File: src/rtl/store_buffer.sv
// store_buffer: circular FIFO of pending stores. It drains into the data
// memory port whenever memory is not busy. A combinational load lookup
// forwards data from pending stores, or flags a conflict.
// Define STORE_BUFFER_FWD_EN to build with store-to-load forwarding. Without
// it, any overlap between a load and a pending store raises ld_conflict.
module store_buffer #(
    parameter int ADDRESS_WIDTH = 32,
    parameter int DATA_WIDTH    = 32,
    parameter int DEPTH         = 4
) (
    input  logic                     clk,
    input  logic                     rst,
    input  logic                     st_valid,
    output logic                     st_ready,
    input  logic [ADDRESS_WIDTH-1:0] st_addr,
    input  logic [DATA_WIDTH-1:0]    st_data,
    input  logic                     st_byte,
    input  logic                     ld_valid,
    input  logic [ADDRESS_WIDTH-1:0] ld_addr,
    input  logic                     ld_byte,
    output logic                     ld_hit,
    output logic [DATA_WIDTH-1:0]    ld_data,
    output logic                     ld_conflict,
    input  logic                     mem_busy,
    output logic                     mem_we,
    output logic                     mem_byteop,
    output logic [ADDRESS_WIDTH-1:0] mem_addr,
    output logic [DATA_WIDTH-1:0]    mem_wdata,
    input  logic                     flush,
    output logic                     empty,
    output logic [$clog2(DEPTH):0]   count
);

    localparam int PTR_W = $clog2(DEPTH);
    localparam int CNT_W = PTR_W + 1;

    logic [ADDRESS_WIDTH-1:0] r_addr [DEPTH];
    logic [DATA_WIDTH-1:0]    r_data [DEPTH];
    logic                     r_byte [DEPTH];
    logic [PTR_W-1:0]         r_head;
    logic [PTR_W-1:0]         r_tail;
    logic [CNT_W-1:0]         r_count;

    logic                     w_push;
    logic                     w_pop;
    logic                     w_hit;
    logic                     w_conflict;
    logic [DATA_WIDTH-1:0]    w_fwd_data;
    logic [PTR_W-1:0]         w_idx;
    logic                     w_overlap;
`ifdef STORE_BUFFER_FWD_EN
    logic [DATA_WIDTH-1:0]    w_shift;
`endif

    // Handshake and drain decode. A full buffer refuses a store even when
    // it pops in the same cycle.
    always_comb begin
        st_ready = !rst && !flush && (r_count < CNT_W'(DEPTH));
        mem_we   = !rst && (r_count != '0) && !mem_busy;
        w_push   = st_valid && st_ready;
        w_pop    = mem_we;
    end

    // Memory port is fed from the head entry and forced to zero during reset.
    always_comb begin
        mem_addr   = rst ? '0   : r_addr[r_head];
        mem_wdata  = rst ? '0   : r_data[r_head];
        mem_byteop = rst ? 1'b0 : r_byte[r_head];
        empty      = rst || (r_count == '0);
        count      = r_count;
    end

    // Pointer and occupancy state. Only this state is reset.
    always_ff @(posedge clk or posedge rst) begin
        if (rst) begin
            r_head  <= '0;
            r_tail  <= '0;
            r_count <= '0;
        end else begin
            if (w_push) r_tail <= r_tail + PTR_W'(1);
            if (w_pop)  r_head <= r_head + PTR_W'(1);
            r_count <= r_count + CNT_W'(w_push) - CNT_W'(w_pop);
        end
    end

    // Entry payload is written on push and is deliberately left unreset.
    always_ff @(posedge clk) begin
        if (w_push) begin
            r_addr[r_tail] <= st_addr;
            r_data[r_tail] <= st_data;
            r_byte[r_tail] <= st_byte;
        end
    end

    // Load lookup walks oldest to youngest so the youngest overlap wins.
    // An entry pushed this cycle is not stored yet, so it is never seen.
    always_comb begin
        w_hit      = 1'b0;
        w_conflict = 1'b0;
        w_fwd_data = '0;
        w_idx      = '0;
        w_overlap  = 1'b0;
`ifdef STORE_BUFFER_FWD_EN
        w_shift    = '0;
`endif
        for (int i = 0; i < DEPTH; i++) begin
            w_idx     = r_head + PTR_W'(i);
            w_overlap = (r_byte[w_idx] && ld_byte) ?
                        (r_addr[w_idx] == ld_addr) :
                        (r_addr[w_idx][ADDRESS_WIDTH-1:2] == ld_addr[ADDRESS_WIDTH-1:2]);
            if (ld_valid && !rst && (CNT_W'(i) < r_count) && w_overlap) begin
`ifdef STORE_BUFFER_FWD_EN
                if (!ld_byte && r_byte[w_idx]) begin
                    // A word load cannot be assembled from a single pending byte.
                    w_hit      = 1'b0;
                    w_conflict = 1'b1;
                    w_fwd_data = '0;
                end else begin
                    w_hit      = 1'b1;
                    w_conflict = 1'b0;
                    if (!ld_byte) begin
                        w_fwd_data = r_data[w_idx];
                    end else if (r_byte[w_idx]) begin
                        w_fwd_data = DATA_WIDTH'(r_data[w_idx][7:0]);
                    end else begin
                        // Big-endian lane select: offset 0 is the top byte.
                        w_shift    = r_data[w_idx] >>
                                     (DATA_WIDTH - 8 - 8 * int'(ld_addr[1:0]));
                        w_fwd_data = DATA_WIDTH'(w_shift[7:0]);
                    end
                end
`else
                w_hit      = 1'b0;
                w_conflict = 1'b1;
                w_fwd_data = '0;
`endif
            end
        end
    end

    // Lookup results go straight out as combinational outputs.
    always_comb begin
        ld_hit      = w_hit;
        ld_conflict = w_conflict;
        ld_data     = w_fwd_data;
    end

endmodule

File: config.mk
export PLATFORM = sky130hd
export DESIGN_NAME = store_buffer
export DESIGN_NICKNAME = d
export VERILOG_FILES = /design/src/rtl/store_buffer.sv
export SDC_FILE = /design/constraint.sdc
export NUM_CORES = 1
export LEC_CHECK = 0
export CAP_MARGIN = 20
export CORE_MARGIN = 5
export CORE_UTILIZATION = 40
export DETAILED_ROUTE_END_ITERATION = 6
export PLACE_DENSITY_LB_ADDON = 0.12
export SYNTH_ARGS = -nofsm -noshare
export SYNTH_HDL_FRONTEND = slang
export SYNTH_SLANG_ARGS = --single-unit
File: constraint.sdc
create_clock -name clk -period 3.6 [get_ports clk]
set_clock_uncertainty 0.05 [all_clocks]
set_input_delay 0.72 -clock clk [delete_from_list [all_inputs] [get_ports clk]]
set_output_delay 0.72 -clock clk [all_outputs]
set_load 0.02 [all_outputs]
Word level (Yosys, flattened, before mapping). Memory sizes are Yosys's and may differ from the RTL's. Index checks and enable logic that the tools add are counted.

Register bits: 7. RAM bits: 260. Input port bits: 104. Output and inout bits: 105. Word-level logic and storage cells: 62. Memories: 3.

Memories: r_addr (words 4, width 32, rd ports 4, clocked after memory_dff 0, wr ports 1, RTL line 37) `logic [ADDRESS_WIDTH-1:0] r_addr [DEPTH];`; r_data (words 4, width 32, rd ports 1, clocked after memory_dff 0, wr ports 1, RTL line 38) `logic [DATA_WIDTH-1:0] r_data [DEPTH];`; r_byte (words 4, width 1, rd ports 4, clocked after memory_dff 0, wr ports 1, RTL line 39) `logic r_byte [DEPTH];`.

Add/subtract/negate cells: 6. Order comparisons: 5. Eq/ne operators: 8. Multiplexer cells: 13. Reduce and logical (&&, ||, !) cells: 24.

Operators with widths (count): $eq A32 B32 Y1 (4); $eq A30 B30 Y1 (4); $mux W32 (2); $logic_and A1 B1 Y1 (18); $mux W1 (11); $lt A1 B3 Y1 const A (2); $lt A2 B3 Y1 const A (2); $add A2 B1 Y2 const B (2); $add A2 B2 Y2 const B (2); $add A3 B1 Y3 (1); $logic_not A1 Y1 (3); $logic_not A3 Y1 (1); $lt A3 B3 Y1 const B (1); $reduce_bool A3 Y1 (1); $sub A3 B1 Y3 (1); $logic_or A1 B1 Y1 (1).

Longest topological paths before layout.
Depth in word-level cells: 8. Mapped depth: 11. Depth with buffers taken out: 9.

Worst setup path before layout. Ideal clock, no wire load.

Path kind: in2reg. Start: in rst. End: mem r_addr[0][0] (enable). Arrival: 3.290 ns. Path slack: -0.170 ns. Cell stages on the path: 3. Path buffers: 1. Path through: clkbuf_1 nor3_1 and3_1.

Word-level cells in the longest chain between the ends: 6.

RTL lines: from (decl) (RTL line 12) `input logic rst,`; $logic_not A1 Y1 (RTL line 58) `st_ready = !rst && !flush && (r_count < CNT_W'(DEPTH));`; $logic_and A1 B1 Y1 (2 in series) (RTL line 58); via st_ready (RTL line 14) `output logic st_ready,`; $logic_and A1 B1 Y1 (RTL line 60) `w_push = st_valid && st_ready;`; $mux W1 (RTL line 88) `if (w_push) begin`; $mux W1 (implied by the code) (RTL line 89) `r_addr[r_tail] <= st_addr;`; to (decl) (RTL line 37).

The timed path passes the listed nets, and every way through them passes these cells.

Final worst setup path.
Start: reg r_head[1]. End: out ld_conflict.

Word-level cells in the longest chain between the ends: 8. Elaborated cells between the ends (all ways): 29. Classes of those cells: 3 x add/sub; 8 x eq/ne; 8 x mux; 8 x reduce/logical; 2 x memory.

RTL lines: from (decl) (RTL line 40) `logic [PTR_W-1:0] r_head;`; from (signal assigned) (RTL line 81) `if (w_pop) r_head <= r_head + PTR_W'(1);`; $add A2 B1 Y2 (tied with other cells) (RTL line 107) `w_idx = r_head + PTR_W'(i);`; $mem_v2 Z4 W32 (tied with other cells); $eq A32 B32 Y1 (tied with other cells) (RTL line 109) `(r_addr[w_idx] == ld_addr) :`; $mux W1 or $logic_and A1 B1 Y1 (tied branches) (RTL line 108, 111); $logic_and A1 B1 Y1 or $mux W1 (tied branches) (RTL line 111) `if (ld_valid && !rst && (CNT_W'(i) < r_count) && w_overlap) begin`; $mux W1 (2 in series) (RTL line 111); $mux W1 * (RTL line 111); to (decl) (RTL line 23) `output logic ld_conflict,`.

Every way passes the cells marked *; elsewhere a longest branch is shown, timed or not.

==> impl_metrics.py <==
metrics = {
    "power_and_ir_drop": {
        "pwr-share-clk": 0.199,
        "p_leak_nw": 7.53,
        "irDropWorstVdd_mv": 0.458,
        "sequentialPowerShare": 0.263,
        "p_sw_frac": 0.341,
        "power_frac_comb": 0.538,
        "p_per_area_mw_per_mm2": 697,
        "cellInternalPower_w": 0.00924,
        "p_sw_w": 0.00479,
    },
    "synth": {
        "synth.cell_area_mm2": 0.0147,
        "synthMostInstantiatedCell": "edfxtp_1",
        "async_flop_share": 0.0262,
        "synth_cell_types": 60,
        "yosysTopAreaCell": "edfxtp_1",
        "synth_top_area_frac": 0.531,
        "syn_inst": 988,
        "ys_warn_count": 0,
        "yosys-top-cells-area": "edfxtp_1, mux4_2, mux2i_1, xnor2_1, xor2_1",
        "synth.ff_latch_count": 267,
        "synth-edff-count": 260,
        "synthTopCellsByCount": "edfxtp_1, mux2i_1, mux4_2",
        "syn_avg_cell_area_um2": 14.9,
        "ys.flop_type": "edfxtp_1",
        "ys_seq_area_frac": 0.543,
    },
    "critical_path": {
        "arrival_ns": 3.29,
        "cpMostUsedCell": "a222oi_1",
        "cp_max_fo": 13,
        "rrSetupSlack_ns": 1.26,
        "required_ns": 2.83,
        "critPathKind": "reg -> out",
        "endpoint_kind": "primary output",
        "cp_slowest_stage_delay_ns": 0.59,
        "crit_chain": "buf_12, buf_4, mux2i_2, a222oi_1, nand3_1, a222oi_1, nand4_1, nor4_2, or4_4, buf_6",
        "crit_path_top_delay_cell": "dfrtp_4",
        "worstSetupStartpointType": "register",
        "r2r_cells": 9,
    },
    "timing": {
        "period_needed_ns": 4.06,
        "final-setup-viol-count": 1,
        "timing.fmax_ghz": 0.246,
        "fin_crit_sh": 1.13,
        "hold_slack_ns": 0.581,
        "slew_viol_final": 0,
        "hold_viol": 0,
        "setup_ws_ns": -0.460,
        "relSlewSlack": 0.659,
        "worst_pin_slew_ns": 0.512,
        "finalSetupTns_ns": -0.460,
        "grt_setup_unrepaired": "true",
    },
    "die": {
        "core.rowCount": 70,
        "die-width_um": 202,
        "start_util": 0.404,
        "die_area_mm2": 0.0407,
        "die_y_um": 202,
        "io_pins": 209,
        "design.core.area_mm2": 0.0364,
    },
    "placed_design": {
        "dp.final_hpwl_um": 31200,
        "place_ws_ns": -0.587,
        "gp_congestion": 0.966,
        "place_area_mm2": 0.0186,
        "port_buffers": 175,
        "placed_cells": 1813,
    },
    "clock_network": {
        "clockRootBuffer": "clkbuf_16",
        "htree_levels": 1,
        "tritoncts": "yes",
        "cts_sinks": 267,
        "cts-buffers-inserted": 29,
        "cts_max_path_buffers": 3,
        "cts.clk_slew.worst_paths_ns": 0.06,
        "ctsHoldBuffers": 0,
        "clk_latency_ns": 0.56,
    },
    "drt": {
        "first_iter_violations": 515,
        "firstDrtPassIters": 5,
        "wl_per_cell_um": 22.3,
        "via_count": 9851,
        "ant_nets": 0,
        "remaining_drc_errors": 0,
        "viasPerCell": 5.22,
        "drt_wl_total_um": 42200,
    },
    "global_routing": {
        "grt_remaining_overflow": 0,
        "grt_max_degree": 47,
        "grtUsageTotal": 0.197,
        "grt_pass1_wl_um": 61900,
        "grt_pass1_vias": 10200,
        "antenna_found_initial": 0,
    },
    "finish": {
        "nets": 1512,
        "fin_cells": 1887,
        "fin_area_mm2": 0.0201,
        "synthToLayoutAreaGrowth_pct": 37.0,
        "antenna-diode-count": 0,
        "drive_gt1_frac": 0.334,
    },
    "flow_run": {
        "maxCapViolations": 0,
    },
    "hold_path": {
        "hold_path_depth": 2,
        "min_path_type": "reg -> reg",
    },
    "run_status": {
        "violations": "negative setup slack",
        "outcome": "finished, violations left",
    },
}
-- stage by stage --
stage,utilization,power (W)
floorplan,-,0.00792
global placement,0.511,0.0107
detailed placement,0.511,0.0107
CTS,0.542,0.0138
global route,0.553,0.0147
finish,0.553,0.0140
-- timing repair --
item                                    CTS  global route
resized for setup                        46            57
setup buffers                            10             9
endpoints found under the setup margin   42            36
pin swaps                                 7            17
hold endpoints to repair                  0             0
cloned                                    2             3
-- logic make-up after synthesis --
family,synth area share
adders and majority gates,0.00817
DFF,0.543
buffers and inverters,0.0546
other,0.000255
AOI/OAI and AO/OA,0.0442
and+or+nand+nor,0.0647
xor gates and xnor gates,0.0655
muxes,0.220
-- cell type report --
cell class	count	area (um2)
fill	3106	16300
clock buffer	34	744
clock inverter	17	143
sequential	267	7990
tap	468	586
multi-input combinational	635	6370
timing repair buffer	454	4270
inverter	12	45.0
-- critical path, delay by kind of cell, from the launching register on --
family          cells  cell delay [ns]
flops               1             0.59
simple gates        4             0.74
buf+inv             3             0.46
mux                 1             0.17
compound gates      2             0.74
-- path summary, 6_finish.rpt --
kind | from | end
max in group asynchronous | rst | r_head[1]
worst min register to register | r_tail[0] | r_tail[0]
min in group asynchronous | rst | count[1]
worst max register to register | count[0] | count[2]
worst min-delay path | r_tail[0] | r_tail[0]
worst max-delay path | r_head[1] | ld_conflict
-- layout by cell type (no fill, tap or decap), types with 7 or more instances in the layout --
master / n
edfxtp_1: 260
buf_4: 244
clkdlybuf4s50_1: 151
mux2i_1: 94
mux4_2: 82
and2_1: 60
xnor2_1: 55
xor2_1: 46
nand2_1: 33
conb_1: 33
clkbuf_16: 32
buf_12: 24
nor2_1: 22
mux2i_2: 22
o21ai_0: 22
dlygate4sd2_1: 15
mux2_2: 13
nand4_1: 12
inv_1: 11
a21oi_1: 10
nor4_2: 9
xnor2_2: 8
nor4_1: 8
o22ai_1: 8
o221ai_1: 8
ha_1: 8
clkinv_2: 8
dlymetal6s2s_1: 8
nand3_1: 7
buf_6: 7
-- metal layers --
metal / global-route usage / wire length, um / vias up
met1: 0.261 / 17800 / 4936
met2: 0.339 / 21200 / 249
met5: 0 / 0 / -
li1: - / - / 4610
met4: 0.0386 / 789 / 0
met3: 0.0401 / 2430 / 56
-- power groups by stage --
stage	Clock [W]	Combinational (W)	Sequential, W
finish	0.00279	0.00755	0.00370
global route	0.00300	0.00802	0.00371
CTS	0.00286	0.00721	0.00369
detailed placement	0	0.00692	0.00374
global placement	0	0.00693	0.00374
floorplan	0	0.00420	0.00372
-- flip-flops by register name, summed over array words and instances (netlist names) --
signal  count
r_addr    128
r_data    128
r_byte      4
r_tail      2
count       3
r_head      2
(Power assumes the default switching activity.)
==> RTL change: new RTL, same settings <==
Put a register stage on the output `count`, cleared by the reset. The value now appears one clock later. The other outputs are not delayed to match.
--- a/src/rtl/store_buffer.sv
+++ b/src/rtl/store_buffer.sv
@@ -35,4 +35,6 @@
     localparam int CNT_W = PTR_W + 1;
 
+    logic [$clog2(DEPTH):0] count_d;
+
     logic [ADDRESS_WIDTH-1:0] r_addr [DEPTH];
     logic [DATA_WIDTH-1:0]    r_data [DEPTH];
@@ -68,5 +70,5 @@
         mem_byteop = rst ? 1'b0 : r_byte[r_head];
         empty      = rst || (r_count == '0);
-        count      = r_count;
+        count_d    = r_count;
     end
 
@@ -146,4 +148,12 @@
     end
 
+    always_ff @(posedge clk or posedge rst) begin
+        if (rst) begin
+            count <= '0;
+        end else begin
+            count <= count_d;
+        end
+    end
+
 endmodule
 
Behaviour: not the same (a bounded check fails within 4 cycles, from zero or initial values and one cycle with rst high).
==> RTL change against the original RTL <==
- the run still ends with setup timing left
- first-iteration DRC count up 20%
- synthesized area grew 0.51%
- sequential cell count increased by 3
- sequential power up 1%
- cell area grew 0.32%
- synthesized cell count up 0.30%
- total power decreased by 0.92%
- routed wire length down 0.74%
- combinational power down 4.9%
- final cell count is 1.4% higher
- worst setup slack worse by 0.052 ns
- die area rose by 0.49%
- critical path type unchanged
- critical endpoint unchanged
- largest cell class unchanged
==> RTL change: results (changes against the original RTL) <==
setup_path:
  crit_arrival_ns: 3.34  # +0.05 ns
  r2r_start: "count_d[2]"
  max_stage_delay_ns: 0.56  # -0.03 ns
  reg2regPathDepth: 10  # +1
  crit_fanout: 14  # +1
  critical-path-top-delay-family: "simple AND/OR/NAND/NOR gates"
  r2r_end: "count_d[2]"
power_and_ir_drop:
  seq-power_uw: 3750  # +1%
  p_sw_uw: 4710  # -1.8%
  powerDensity_nw_per_um2: 688  # -1.2%
  clockPowerShare_pct: 21.4  # +1.5 points
  p_leak_uw: 0.00776  # +3.1%
place:
  routabilityCongestion: 0.981  # +1.6%
  hpwl_um: 31100  # -0.31%
  placed_cell_area_um2: 18800  # +0.71%
  placed_cells: 1838  # +1.4%
yosys:
  async_flop_share_pct: 3.70  # +1.1 points
  seq_area_frac_synth_pct: 54.5  # +0.23 points
  synth_cells: 991  # +0.30%
  synth.distinct_cells: 60  # unchanged
  synth_area_leaders: "edfxtp_1, mux4_2, mux2i_1"
sta:
  setup_ws_ns: -0.512  # -0.0517 ns
  tightest_slew_ns: 0.530  # +0.0185 ns
  tns_ns: -0.512  # -0.0517 ns
  setup_violations: 1  # unchanged
  worst_hold_slack_ns: 0.383  # -0.198 ns
grt:
  grtUsageMet1_pct: 26.2  # +0.081 points
  grt_max_degree: 42  # -11%
  grt_use_met2_pct: 34.8  # +0.93 points
  antenna_found_initial: 1  # +1
  grt_pass1_wl_um: 62900  # +1.6%
  grt.met3_usage_pct: 3.75  # -0.26 points
detailed_routing:
  drt_iter0_drc: 619  # +20%
  wl_met2_um: 20800  # -1.6%
  viasPerCell: 5.19  # -0.65%
  wl_met1_um: 17800  # -0.11%
  route.met3.wl_um: 2420  # -0.37%
  drt-total-wl_um: 41900  # -0.74%
hold_path:
  whs_path_depth: 0  # -2
  hp-start: "count_d[1]"
outcome:
  violations: "setup timing"
  outcome: "finished, violations left"
finish:
  fin_nets: 1533  # +1.4%
  multi_input_area_um2: 6330  # -0.65%
  fin_cells: 1914  # +1.4%
  fillers: 3098  # -0.26%
clocking:
  cts_made_buffers: 30  # +3.4%
-- RTL change: changes by cell type after synthesis, sizes merged --
| cell | before | now |
|---|---|---|
| dfrtp | 7 | 10 |
-- RTL change: cell type report --
type | count | share of cell area [%]
clock buffers | 39 | 3.99
well taps | 468 | 2.90
flip-flops and latches | 270 | 39.9
clock inverters | 16 | 0.811
multi-input cells | 635 | 31.3
inverters | 12 | 0.223
repair buffers | 471 | 20.8
diodes | 3 | 0.0371
-- RTL change: timing repair --
item                                   in CTS  in global routing
resized for setup                          81                 55
setup endpoints to repair                  50                 28
pin swaps                                   3                 10
buffers inserted                            8                  9
cloned                                      1                  0
endpoints found under the hold margin       0                  0
-- RTL change: cells by family (layout without fill, tap and decap cells) --
family,after synthesis,after routing,synth area share [%]
adder cells (fa/ha/maj),9,9,0.813
buffers and inverters,118,538,5.43
XOR/XNOR,110,110,6.52
AND/OR/NAND/NOR,175,175,6.43
AO/OA/AOI/OAI,91,91,4.40
flip-flops,270,270,54.5
other,1,36,0.0254
multiplexers,217,217,21.9
